## config.mk

```make
export PLATFORM = sky130hd
export DESIGN_NAME = rtu_pst_preg_alloc
export DESIGN_NICKNAME = d
export VERILOG_FILES = /design/src/rtl/rtu_pst_pkg.sv /design/src/rtl/rtu_pst_prio_enc.sv /design/src/rtl/rtu_pst_preg_alloc.sv
export SDC_FILE = /design/constraint.sdc
export NUM_CORES = 1
export LEC_CHECK = 0
export ABC_AREA = 0
export BUFFER_PORTS_ARGS = -buffer_cell sky130_fd_sc_hd__buf_4
export CAP_MARGIN = 30
export CELL_PAD_IN_SITES_DETAIL_PLACEMENT = 2
export CELL_PAD_IN_SITES_GLOBAL_PLACEMENT = 2
export CORE_MARGIN = 5
export CORE_UTILIZATION = 28
export DETAILED_ROUTE_END_ITERATION = 7
export PLACE_DENSITY = 0.93
export SYNTH_ARGS = -nofsm -noshare
export SYNTH_HDL_FRONTEND = slang
export SYNTH_SLANG_ARGS = --single-unit
```

## constraint.sdc

```tcl
create_clock -name clk -period 4.4 [get_ports clk]
set_clock_uncertainty 0.15 [all_clocks]
set_input_delay 0.44 -clock clk [delete_from_list [all_inputs] [get_ports clk]]
set_output_delay 0.44 -clock clk [all_outputs]
set_load 0.02 [all_outputs]
```

## src/rtl/rtu_pst_pkg.sv

```systemverilog
//------------------------------------------------------------------------------
// rtu_pst_pkg : shared PST constants, entry state encoding and popcount helper
// Revision    : 1.0
//------------------------------------------------------------------------------
`default_nettype none

package rtu_pst_pkg;

    localparam int PREG_NUM = 64;
    localparam int PREG_W   = 6;
    localparam int GPR_NUM  = 32;
    localparam int QDEPTH   = 2;

    typedef enum logic [4:0] {
        PST_DEALLOC  = 5'b00001,
        PST_WF_ALLOC = 5'b00010,
        PST_ALLOC    = 5'b00100,
        PST_RETIRE   = 5'b01000,
        PST_RELEASE  = 5'b10000
    } pst_state_e;

    function automatic logic [6:0] popcount_preg(input logic [PREG_NUM-1:0] vec);
        logic [6:0] sum;
        sum = '0;
        for (int i = 0; i < PREG_NUM; i++) begin
            sum = sum + 7'(vec[i]);
        end
        return sum;
    endfunction

endpackage

`default_nettype wire

```

## src/rtl/rtu_pst_prio_enc.sv

```systemverilog
//------------------------------------------------------------------------------
// rtu_pst_prio_enc : lowest-set-bit priority encoder (index, one-hot, any)
// Revision         : 1.0
//------------------------------------------------------------------------------
`default_nettype none

module rtu_pst_prio_enc #(
    parameter int N = 64,
    parameter int W = $clog2(N)
) (
    input  logic [N-1:0] req,
    output logic [W-1:0] idx,
    output logic [N-1:0] onehot,
    output logic         any
);

    // Descending scan so the lowest set bit is the last (winning) assignment.
    always_comb begin
        idx = '0;
        for (int i = N - 1; i >= 0; i--) begin
            if (req[i]) begin
                idx = W'(i);
            end
        end
    end

    assign onehot = req & (~req + N'(1));
    assign any    = |req;

endmodule

`default_nettype wire

```

## src/rtl/rtu_pst_preg_alloc.sv

```systemverilog
//------------------------------------------------------------------------------
// rtu_pst_preg_alloc : picks free pregs into a 2-deep pre-alloc FIFO and hands
//                      them to IDU rename, strobing the PST entries on each move
// Revision           : 1.0
//------------------------------------------------------------------------------
`default_nettype none

module rtu_pst_preg_alloc
    import rtu_pst_pkg::*;
(
    input  logic                clk,
    input  logic                rst_clk,
    input  logic                rtu_global_flush,
    input  logic [PREG_NUM-1:0] pst_preg_dealloc_vec,
    input  logic                idu_rtu_preg_req,
    output logic [PREG_NUM-1:0] pst_pre_alloc_vld_vec,
    output logic [PREG_NUM-1:0] pst_alloc_vld_vec,
    output logic                rtu_idu_preg_vld,
    output logic [PREG_W-1:0]   rtu_idu_preg_index,
    output logic [6:0]          rtu_idu_preg_free_cnt
);

    logic [PREG_W-1:0]   slot [QDEPTH];
    logic                rd_ptr;
    logic                wr_ptr;
    logic [1:0]          cnt;

    logic [PREG_W-1:0]   sel_idx;
    logic [PREG_NUM-1:0] sel_onehot;
    logic                sel_any;

    logic                pop;
    logic                push;
    logic [1:0]          cnt_after_pop;

    rtu_pst_prio_enc #(
        .N (PREG_NUM),
        .W (PREG_W)
    ) u_prio_enc (
        .req    (pst_preg_dealloc_vec),
        .idx    (sel_idx),
        .onehot (sel_onehot),
        .any    (sel_any)
    );

    assign rtu_idu_preg_vld   = (cnt != 2'd0);
    assign rtu_idu_preg_index = slot[rd_ptr];

    assign pop           = idu_rtu_preg_req & rtu_idu_preg_vld & ~rtu_global_flush;
    assign cnt_after_pop = cnt - {1'b0, pop};
    assign push          = sel_any & ~rtu_global_flush & (cnt_after_pop < 2'(QDEPTH));

    // Strobes are combinational, so hold them low while reset is asserted.
    assign pst_alloc_vld_vec     = (pop & rst_clk)  ? (PREG_NUM'(1) << rtu_idu_preg_index) : '0;
    assign pst_pre_alloc_vld_vec = (push & rst_clk) ? sel_onehot : '0;

    always_ff @(posedge clk or negedge rst_clk) begin
        if (!rst_clk) begin
            cnt     <= 2'd0;
            rd_ptr  <= 1'b0;
            wr_ptr  <= 1'b0;
            slot[0] <= '0;
            slot[1] <= '0;
        end else if (rtu_global_flush) begin
            cnt    <= 2'd0;
            rd_ptr <= 1'b0;
            wr_ptr <= 1'b0;
        end else begin
            if (pop) begin
                rd_ptr <= ~rd_ptr;
            end
            if (push) begin
                slot[wr_ptr] <= sel_idx;
                wr_ptr       <= ~wr_ptr;
            end
            cnt <= cnt + {1'b0, push} - {1'b0, pop};
        end
    end

    always_ff @(posedge clk or negedge rst_clk) begin
        if (!rst_clk) begin
            rtu_idu_preg_free_cnt <= 7'd0;
        end else begin
            rtu_idu_preg_free_cnt <= popcount_preg(pst_preg_dealloc_vec);
        end
    end

endmodule

`default_nettype wire
```

Word-level counts from Yosys, hierarchy flattened --
Index checks and enable logic that the tools add are counted. W data, S select, Z words.
Storage, ports and cells: output and inout bits 142, register bits 23, logic and storage cells 174, input port bits 68
Operators by class: bitwise logic cells 13, magnitude comparators 4, shifts and indexed selects 1, muxes and demuxes 77, $add $sub $neg 67, reduce and logical (&&, ||, !) cells 6
Operator list (count):
- $mux W6 | 68
- $add A7 B1 Y7 | 57
- $mux W64 | 2
- $add A64 B1 Y64 const B | 1
- $and A64 B64 Y64 | 1
- $not A64 Y64 | 1
- $reduce_or A64 Y1 | 1
- $shl A1 B6 Y64 const A | 1
- $bwmux W12 | 1
- $add A6 B1 Y7 | 1
- $add A5 B1 Y6 | 1
- $and A1 B1 Y1 | 6
- $demux W6 S1 | 1
- $reduce_bool A2 Y1 | 3
- $add A4 B1 Y5 | 1
- $add A3 B1 Y4 | 1
- $ge A2 B2 Y1 const B | 2
- $mux W1 | 4
- $not A1 Y2 | 2
- $sub A2 B1 Y2 | 2
- $add A2 B1 Y3 | 1
- $not A1 Y1 | 3
- $add A1 B1 Y2 | 1
- $add A2 B1 Y2 | 1
- other kinds (5) | 5

Logic depth before layout (Yosys ltp) --
Gate-level depths: netlist of run 1.
depth after elaboration 65, depth in mapped cells 22, depth with buffers taken out 22

Cells and area by module --
A second synthesis of run 1 with hierarchy kept.
Unflattened totals: cell total of the unflattened synthesis 675, area total of the unflattened synthesis 5303.8 um^2
By module, submodules not included:
- rtu_pst_preg_alloc | cells each 432, area each 3774.9 um^2, seq. area each 575.6 um^2, times used 1
- rtu_pst_prio_enc | cells each 243, area each 1529.0 um^2, seq. area each 0.0 um^2, times used 1

Least setup slack after synthesis of run 1 --
OpenSTA, ideal clock, no wires.
kind input to register, start point input pst_preg_dealloc_vec[53], end point register rtu_idu_preg_free_cnt[6], cell stages on the path 22, slack -1362 ps, path buffers 0, data required time 4186 ps, data arrival time 5548 ps, setup time 64 ps, cell sequence fa_1 inv_1 fa_1 inv_1 fa_1 inv_1 fa_1 inv_1 fa_1 inv_1 fa_1 fa_1 fa_1 inv_1 ha_1 inv_1 fa_1 inv_1 a21oi_1 o21bai_1 a21o_1 a21o_1
Between the ends: cells in the longest elaborated chain, start to end 11
Ends and longest elaborated chain:
- from (decl) | RTL line rtu_pst_preg_alloc.sv:14 | input logic [PREG_NUM-1:0] pst_preg_dealloc_vec,
- $add A7 B1 Y7 (11 in series) | RTL line rtu_pst_pkg.sv:26 | sum = sum + 7'(vec[i]);
- to (signal assigned) | RTL line rtu_pst_preg_alloc.sv:84 | rtu_idu_preg_free_cnt <= popcount_preg(pst_preg_dealloc_vec);
- to (decl) | RTL line rtu_pst_preg_alloc.sv:20 | output logic [6:0] rtu_idu_preg_free_cnt
No other way between the ends. A chain may end at the register's enable or synchronous reset.

Worst setup path in the final report of run 1 --
start point input pst_preg_dealloc_vec[21], end point register rtu_idu_preg_free_cnt[6]
Between the ends: cells in the longest elaborated chain, start to end 43
Ends and longest elaborated chain (RTL line):
- $add A7 B1 Y7 (43 in series) | rtu_pst_pkg.sv:26
No other way between the ends.

==> results of run 1 <==
==> cell families (layout without fill, tap and decap cells) <==
| group | after synthesis | after routing | synth area share, % |
|---|---|---|---|
| XOR/XNOR | 7 | 7 | 1.30 |
| buffers and inverters | 116 | 405 | 9.60 |
| AND/OR/NAND/NOR | 318 | 318 | 34.7 |
| flip-flops | 23 | 23 | 12.2 |
| AO/OA/AOI/OAI | 71 | 71 | 11.1 |
| adder cells (fa/ha/maj) | 73 | 73 | 28.0 |
| multiplexers | 14 | 14 | 3.21 |
==> power groups by stage <==
stage | registers, W | clock network, W | logic, W
after global placement | 0.000425 | 0 | 0.00538
final | 0.000452 | 0.000206 | 0.00765
after detailed placement | 0.000442 | 0 | 0.00613
after CTS | 0.000449 | 0.000205 | 0.00709
after global routing | 0.000455 | 0.000216 | 0.00811
after floorplan | 0.000450 | 0 | 0.00342
==> through the flow <==
stage	instances	power (W)	utilization, %
2_1_floorplan	622	0.00387	-
4_1_cts	1130	0.00775	44.0
3_5_place_dp	1122	0.00658	43.1
6_report	1131	0.00830	44.3
3_3_place_gp	1122	0.00581	43.1
5_1_grt	1131	0.00878	44.3
==> Yosys cell counts (all sizes together) <==
cell type	count	share of area, %
nand3	17	2.0
inv	103	8.2
o311a	1	0.21
o21bai	4	0.64
ha	19	5.0
nor4b	2	0.37
nor3b	2	0.42
and2	3	0.40
nand2	50	4.2
xor2	3	0.56
o311ai	6	1.5
and4b	4	0.85
dfrtp	23	12
o21ai	12	1.3
or4	9	1.4
and4	8	1.5
nor4	29	4.7
a211oi	3	0.48
and3	13	1.7
a311oi	2	0.37
o31ai	5	1.1
or3	3	0.40
xnor2	4	0.74
a21oi	13	1.4
clkbuf	9	0.72
o2111a	1	0.27
o21a	4	0.64
nand4b	1	0.19
nor2b	7	0.93
fa	54	23
nor4bb	1	0.21
a31oi	4	0.66
buf	4	0.69
mux2i	5	1.1
nand4	3	0.40
nor2	124	9.9
nor3	31	3.6
a21o	4	0.64
mux2	9	2.1
nand2b	7	0.93
or2	4	0.53
o211ai	3	0.48
a221oi	3	0.56
o22ai	2	0.27
a21boi	4	0.64
==> path summary, 6_finish.rpt <==
check / start / to
max in group asynchronous: rst_clk / slot[4]
min reg2reg: slot[5] / slot[5]
max reg2reg: cnt[0] / cnt[1]
min: rtu_global_flush / cnt[1]
max: pst_preg_dealloc_vec[21] / rtu_idu_preg_free_cnt[6]
min in group asynchronous: rst_clk / slot[6]
==> sequential cells by signal, summed over array words and instances (netlist names) <==
signal and cells:
cnt 2, rtu_idu_preg_free_cnt 7, rd_ptr 1, slot 12
wr_ptr 1
==> worst max-delay path: stages <==
cell and delay [ps]:
buf_8 100, fa_1 570, inv_2 60, fa_2 540, inv_2 40, fa_2 540
inv_2 50, fa_2 560, fa_2 470, fa_1 550, fa_1 450, fa_1 550
inv_2 60, ha_4 170, inv_2 70, fa_2 230, inv_2 50, a21oi_2 130
o21bai_2 100, a21o_1 180, a21o_1 140
==> repair_timing <==
item,CTS,global route
endpoints found under the hold margin,23,0
endpoints found under the setup margin,7,7
hold buffers,1,0
gates resized for setup,18,22
pin swaps,15,8
buffers inserted,3,1
==> metal layers <==
layer  vias to the layer above  wire length, um
li1                       2664                -
met1                      3175            11800
met2                       314            15700
met3                        90             2000
met4                         0             1420
met5                         -                0
==> area by class of cell <==
| cell class | instances | area, um^2 |
|---|---|---|
| Clock buffer | 3 | 75.1 |
| Inverter | 103 | 387 |
| Sequential cell | 23 | 576 |
| Tap cell | 220 | 275 |
| Timing Repair Buffer | 298 | 2260 |
| Fill cell | 1917 | 9250 |
| Multi-Input combinational cell | 483 | 3760 |
| Clock inverter | 1 | 5.00 |
==> impl_results.md, run 1 <==
* Status: finished with violations
* Failing checks: negative setup slack
* Reg2Reg Depth at 8
* Setup_tns at -9850 ps
* Global route overflow at 0
* Seq/Total Area, Yosys at around an eighth
* # clock sinks at 23
* Commonest cells after routing, fill and taps aside: buf_4, nor2_1, inv_1
* DRT Pass-1 Iters at 5
* Seq cells post-synth at 23
* Worst vdd ir at 1.55 mV
* Data required, critical path at between 4000 and 5000 ps
* Nets at 1053
* # diodes at 0
* Crit Path Max Fanout at 2
* Hold slack at 257 ps
* Least-Margin Pin Slew at 901 ps
* Gr usage total at 30.3%
* Fin. Hold Viols at 0
* Seq pwr share at 5.4%
* Core area at 16600 um^2
* Die Wd at 140 um
* Grt peak-use layer: met2
* Net switching power at 0.00411 W
* Period utilization at 137%
* Hold Crit Class: input pin to register
* Synth-to-Final Area Change at 55.6%
* Routed WL at between 30000 and 40000 um
* Via/cell ratio at around 5.5
* Final setup viols at 7
* Avg Inst Size Synth at ~7.6 um^2
* P_leak at 3.63 nW
* GR Util met3 at under 10%
* Yosys warns at 0
* Worst Hold Depth at 2
* CP endpoint kind: register
* Worst Slack Setup Final at -1640 ps
* Maximum root-to-sink buffer count at 2
* First-pass GRT wire length at 46000 um
* Synth cell types at 58
* RSZ-0062 raised after global routing: yes
* Vias in the first global route at ~7100
* Wire per inst at 27.3 um
* Total power density per cell area at 1130 nW/um^2
* Io pins at 210
* Clk network pwr share at 2.5%
* Minimum clock period at 6040 ps
* Combinational power share at 92.1%
* Detailed-route DRC error count at 0
* Area of placed instances at 7140 um^2
* M1 GR Usage at 34.9%
* Post-Synthesis Cells at 622
* Max Transition Viols Final at 0
* Initial antenna violation count at 0
* Clk_lat worst skew at between 200 and 300 ps
* Crit path DAT at between 6000 and 7000 ps
* Most common cell after layout, fill and taps aside: buf_4
* MaxCap Viol Count at 0
* Place WS at -1920 ps
* Post-DP HPWL at 24500 um
* Mapped Area at 4720 um^2
* CTS tree: yes
* Post-layout instance area at 7340 um^2
* Die height at 140 um
* Critical path class: input pin to register
* Clk slew on worst S/H paths at about 60 ps
* Port bufs at ~210
* Vias at 6243
* CTS buffer count at 3
* Root Driver: clkbuf_16
* R2R Setup Slk at 1620 ps
* Largest net degree at the start of global routing at 26
* Syn nets at 763
* DRT antenna net count at 0
* First DRT Iteration DRCs at 430
* Sw frac at 49.6%
* Die Area at 19500 um^2
* Share of cells above drive strength 1 at around two fifths
* Starting Density at 28.4%
* Rel. slew slack at 39.4%
* CP Launch Type: input pin
* Row Count at 47
* Pint at 0.00419 W
* Routability cong. at 0.945
* CTS H-Tree Depth at 1
* Fmax at 166 MHz
* GR Util met2 at 55.0%
(Power assumes the default switching activity.)
==> inputs of run 2 (changes only) <==
- CORE_UTILIZATION: 28 -> 30
- PLACE_DENSITY: 0.93 -> 0.94
- SYNTH_HIERARCHICAL: default -> 1
==> run 2 against run 1 <==
Effect of this change: the flow still finishes with violations (negative setup slack); clock-buffer cell count unchanged; worst setup slack got worse by 160 ps; sequential cell count did not move; area after synthesis increased by 12%; critical path depth is 3 lower; core utilization increased by 1.9 points; final cell count is 3.5% higher; maximum frequency decreased by 2.6%; non-clock buffer count down 6; highest routed layer unchanged.
==> impl_results.md, run 2 <==
* Mux cell area share after synthesis at between 3 and 4%
* Initial antenna violation count at 0
* Largest Register: slot
* CP endpoint kind: register
* List of most frequent post-synthesis cells: inv_1, nor3_1, and2_1, fa_1, nor2_1
* Commonest cells after routing, fill and taps aside: buf_4, inv_1, nor3_1
* Routability cong. at 0.890
* Die Area at 20400 um^2
* Port bufs at around 210
* Data required, critical path at ~4400 ps
* # clock sinks at 23
* Rel. slew slack at 41.6%
* Failing checks: negative setup slack
* Clk_lat worst skew at 270 ps
* Largest net degree at the start of global routing at 34
* Hold slack at ~240 ps
* Post-synth EDFFs at 0
* Post-synthesis compound-gate area fraction at about a tenth
* MaxCap Viol Count at 0
* CP Launch Type: input pin
* Crit path cell chain: buf_4, inv_1, fa_2, fa_1, fa_2, fa_2, fa_2, inv_4, fa_2, fa_2, inv_2, fa_1, inv_2, buf_6, fa_2, a21o_1, a21oi_2, xnor2_2
* DRT Pass-1 Iters at 5
* Via/cell ratio at between 5 and 6
* Row Count at 48
* # diodes at 0
* Final setup viols at 7
* Simple-gate share of the synthesized area at 38.9%
* Most common cell after layout, fill and taps aside: buf_4
* Mapped Area at 5300 um^2
* Worst hold start: rtu_global_flush
* Grt peak-use layer: met2
* Crit path DAT at 6230 ps
* CP peak stage delay at around 650 ps
* Die height at around 140 um
* Setup_tns at -10850 ps
* Routed WL at 35500 um
* Gr usage total at between 30% and 40%
* Seq cells post-synth at 23
* CP most frequent cell: fa_2
* Critical path buffer and inverter count at 6
* Combinational family with the most area after synthesis: simple AND/OR/NAND/NOR gates
* Fin. Hold Viols at 0
* M1 GR Usage at 34.9%
* Sequential cell area at between 500 and 600 um^2
* Crit Path Max Fanout at 3
* R2R Setup Slk at ~2300 ps
* Synth Area in XOR/XNOR at 0.991%
* Post-synth ARST share at between 90% and 100%
* Syn nets at slightly above 800
* Vias in the first global route at ~7700
* Io pins at 210
* Period utilization at 141%
* First-pass GRT wire length at 51400 um
* Synth Flop Type: dfrtp_1
* Nets at 1086
* Largest regs: slot x12, rtu_idu_preg_free_cnt x7, cnt x2
* Filler Cells Inserted at 1971
* RSZ-0062 raised after global routing: yes
* CTS H-Tree Depth at 1
* Synth area leaders: fa_1, dfrtp_1, and2_1
* Critical path class: input pin to register
* Endpoint, Worst Hold: cnt[1]
* Post-Synthesis Cells at about 680
* CTS buffer count at 3
* Starting Density at between 30% and 40%
* Root Driver: clkbuf_16
* Count leader, synth: inv_1
* Avg Inst Size Synth at 7.86 um^2
* GR Util met3 at 8.34%
* CTS tree: yes
* Final core occ at 46.2%
* Maximum root-to-sink buffer count at 2
* First DRT Iteration DRCs at between 500 and 600
* Synth top area share at 20.4%
* Reg2Reg Depth at 8
* Footprint of the multi-input gates at approximately 4300 um^2
* GR Util met2 at 59.6%
* DRT antenna net count at 0
* Max Transition Viols Final at 0
* Die Wd at 143 um
* Synth-to-Final Area Change at 50.5%
* Post-DP HPWL at 27600 um
* Seq/Total Area, Yosys at 10.9%
* Synth cell types at 62
* Core area at between 15000 and 20000 um^2
* Detailed-route DRC error count at 0
* Worst r2r dst: cnt[1]
* Family with the most delay on the worst path: adder cells
* Synth area leader: fa_1
* Max FFs per register at 12
* Clk slew on worst S/H paths at 80 ps
* Worst Slack Setup Final at -1800 ps
* Share of cells above drive strength 1 at 39.5%
* Worst Hold Depth at 2
* Fmax at 161 MHz
* Wire per inst at 30.4 um
* R2r startpoint: cnt[0]
* Minimum clock period at 6200 ps
* Least-Margin Pin Slew at 854 ps
* Global route overflow at 0
* Adder-Cell Fraction of Synth Area at 24.4%
* Hold Crit Class: input pin to register
* Status: finished with violations
* Max stage delay cell, worst path: fa_2
* Yosys warns at 6
* Vias at 6845
-- run 2: changes by cell type in the layout (fill, tap and decap cells not counted), moves of 6 or more --
cell / before / now
nor3_1: 29 / 76
inv_1: 82 / 94
nor3b_1: 1 / 16
nand3_1: 15 / 5
nor2_1: 124 / 44
nand2_1: 48 / 14
and3b_1: 0 / 8
buf_4: 293 / 280
and4_1: 8 / 2
o22ai_1: 2 / 17
inv_2: 21 / 12
nor4b_1: 2 / 10
and2_1: 3 / 74
mux2_2: 9 / 16
-- run 2: repair_timing --
action                     in CTS  in global routing
setup endpoints to repair       7                  7
pin swaps                      18                 14
hold endpoints to repair       23                  0
resized for setup              33                 11
hold buffers                    1                  0
buffers inserted                3                  0
-- run 2: worst max-delay path by stage --
stage,from,endpoint,slack [ps],cells past startpoint
floorplan,pst_preg_dealloc_vec[47],rtu_idu_preg_free_cnt[5],-1360,18
global placement,pst_preg_dealloc_vec[47],rtu_idu_preg_free_cnt[5],-1620,19
detailed placement,pst_preg_dealloc_vec[23],rtu_idu_preg_free_cnt[5],-2320,19
CTS,pst_preg_dealloc_vec[27],rtu_idu_preg_free_cnt[6],-1810,20
global route,pst_preg_dealloc_vec[47],rtu_idu_preg_free_cnt[6],-1880,20
finish,pst_preg_dealloc_vec[11],rtu_idu_preg_free_cnt[4],-1800,18
-- run 2: area by class of cell --
type / instances / share of cell area, %
inverter: 111 / 5.47
tap: 225 / 3.53
multi-input combinational: 516 / 54.1
sequential: 23 / 7.21
timing repair buffer: 292 / 28.7
clock buffer: 3 / 0.940
clock inverter: 1 / 0.0627
-- run 2: worst register-to-register path: cells and delay by family, from the launching register on --
family | cells | cell delay [ps]
flops | 1 | 420
fa+ha+maj | 2 | 450
buf+inv | 1 | 40
xor+xnor | 2 | 320
compound gates | 1 | 260
simple gates | 2 | 330
-- run 2: per-stage QoR --
| step | setup WS (ps) | std cells | instance area (um^2) |
|---|---|---|---|
| detailed placement | -2320 | 1161 | 7700 |
| global route | -1880 | 1171 | 7980 |
| CTS | -1810 | 1169 | 7890 |
| floorplan | -1360 | 675 | 5370 |
| finish | -1800 | 1171 | 7980 |
| global placement | -1620 | 1160 | 7680 |
-- run 2: kinds of logic after synthesis --
group                      count (synthesis)
adders and majority gates                 71
muxes                                     18
DFF                                       23
xor gates and xnor gates                   6
AOI/OAI and AO/OA                         84
buffers and inverters                    136
and+or+nand+nor                          337
-- run 2: per-layer routing --
layer | wire length [um] | share of wire (%) | up-vias
met5 | 0 | 0 | -
met4 | 3600 | 10 | 0
met3 | 2860 | 8.0 | 175
met2 | 17100 | 48 | 408
met1 | 12000 | 34 | 3396
li1 | - | - | 2866
Power of run 2 is not shown: default switching activity piles up to over one toggle a cycle in this logic, so the estimate is an artifact.
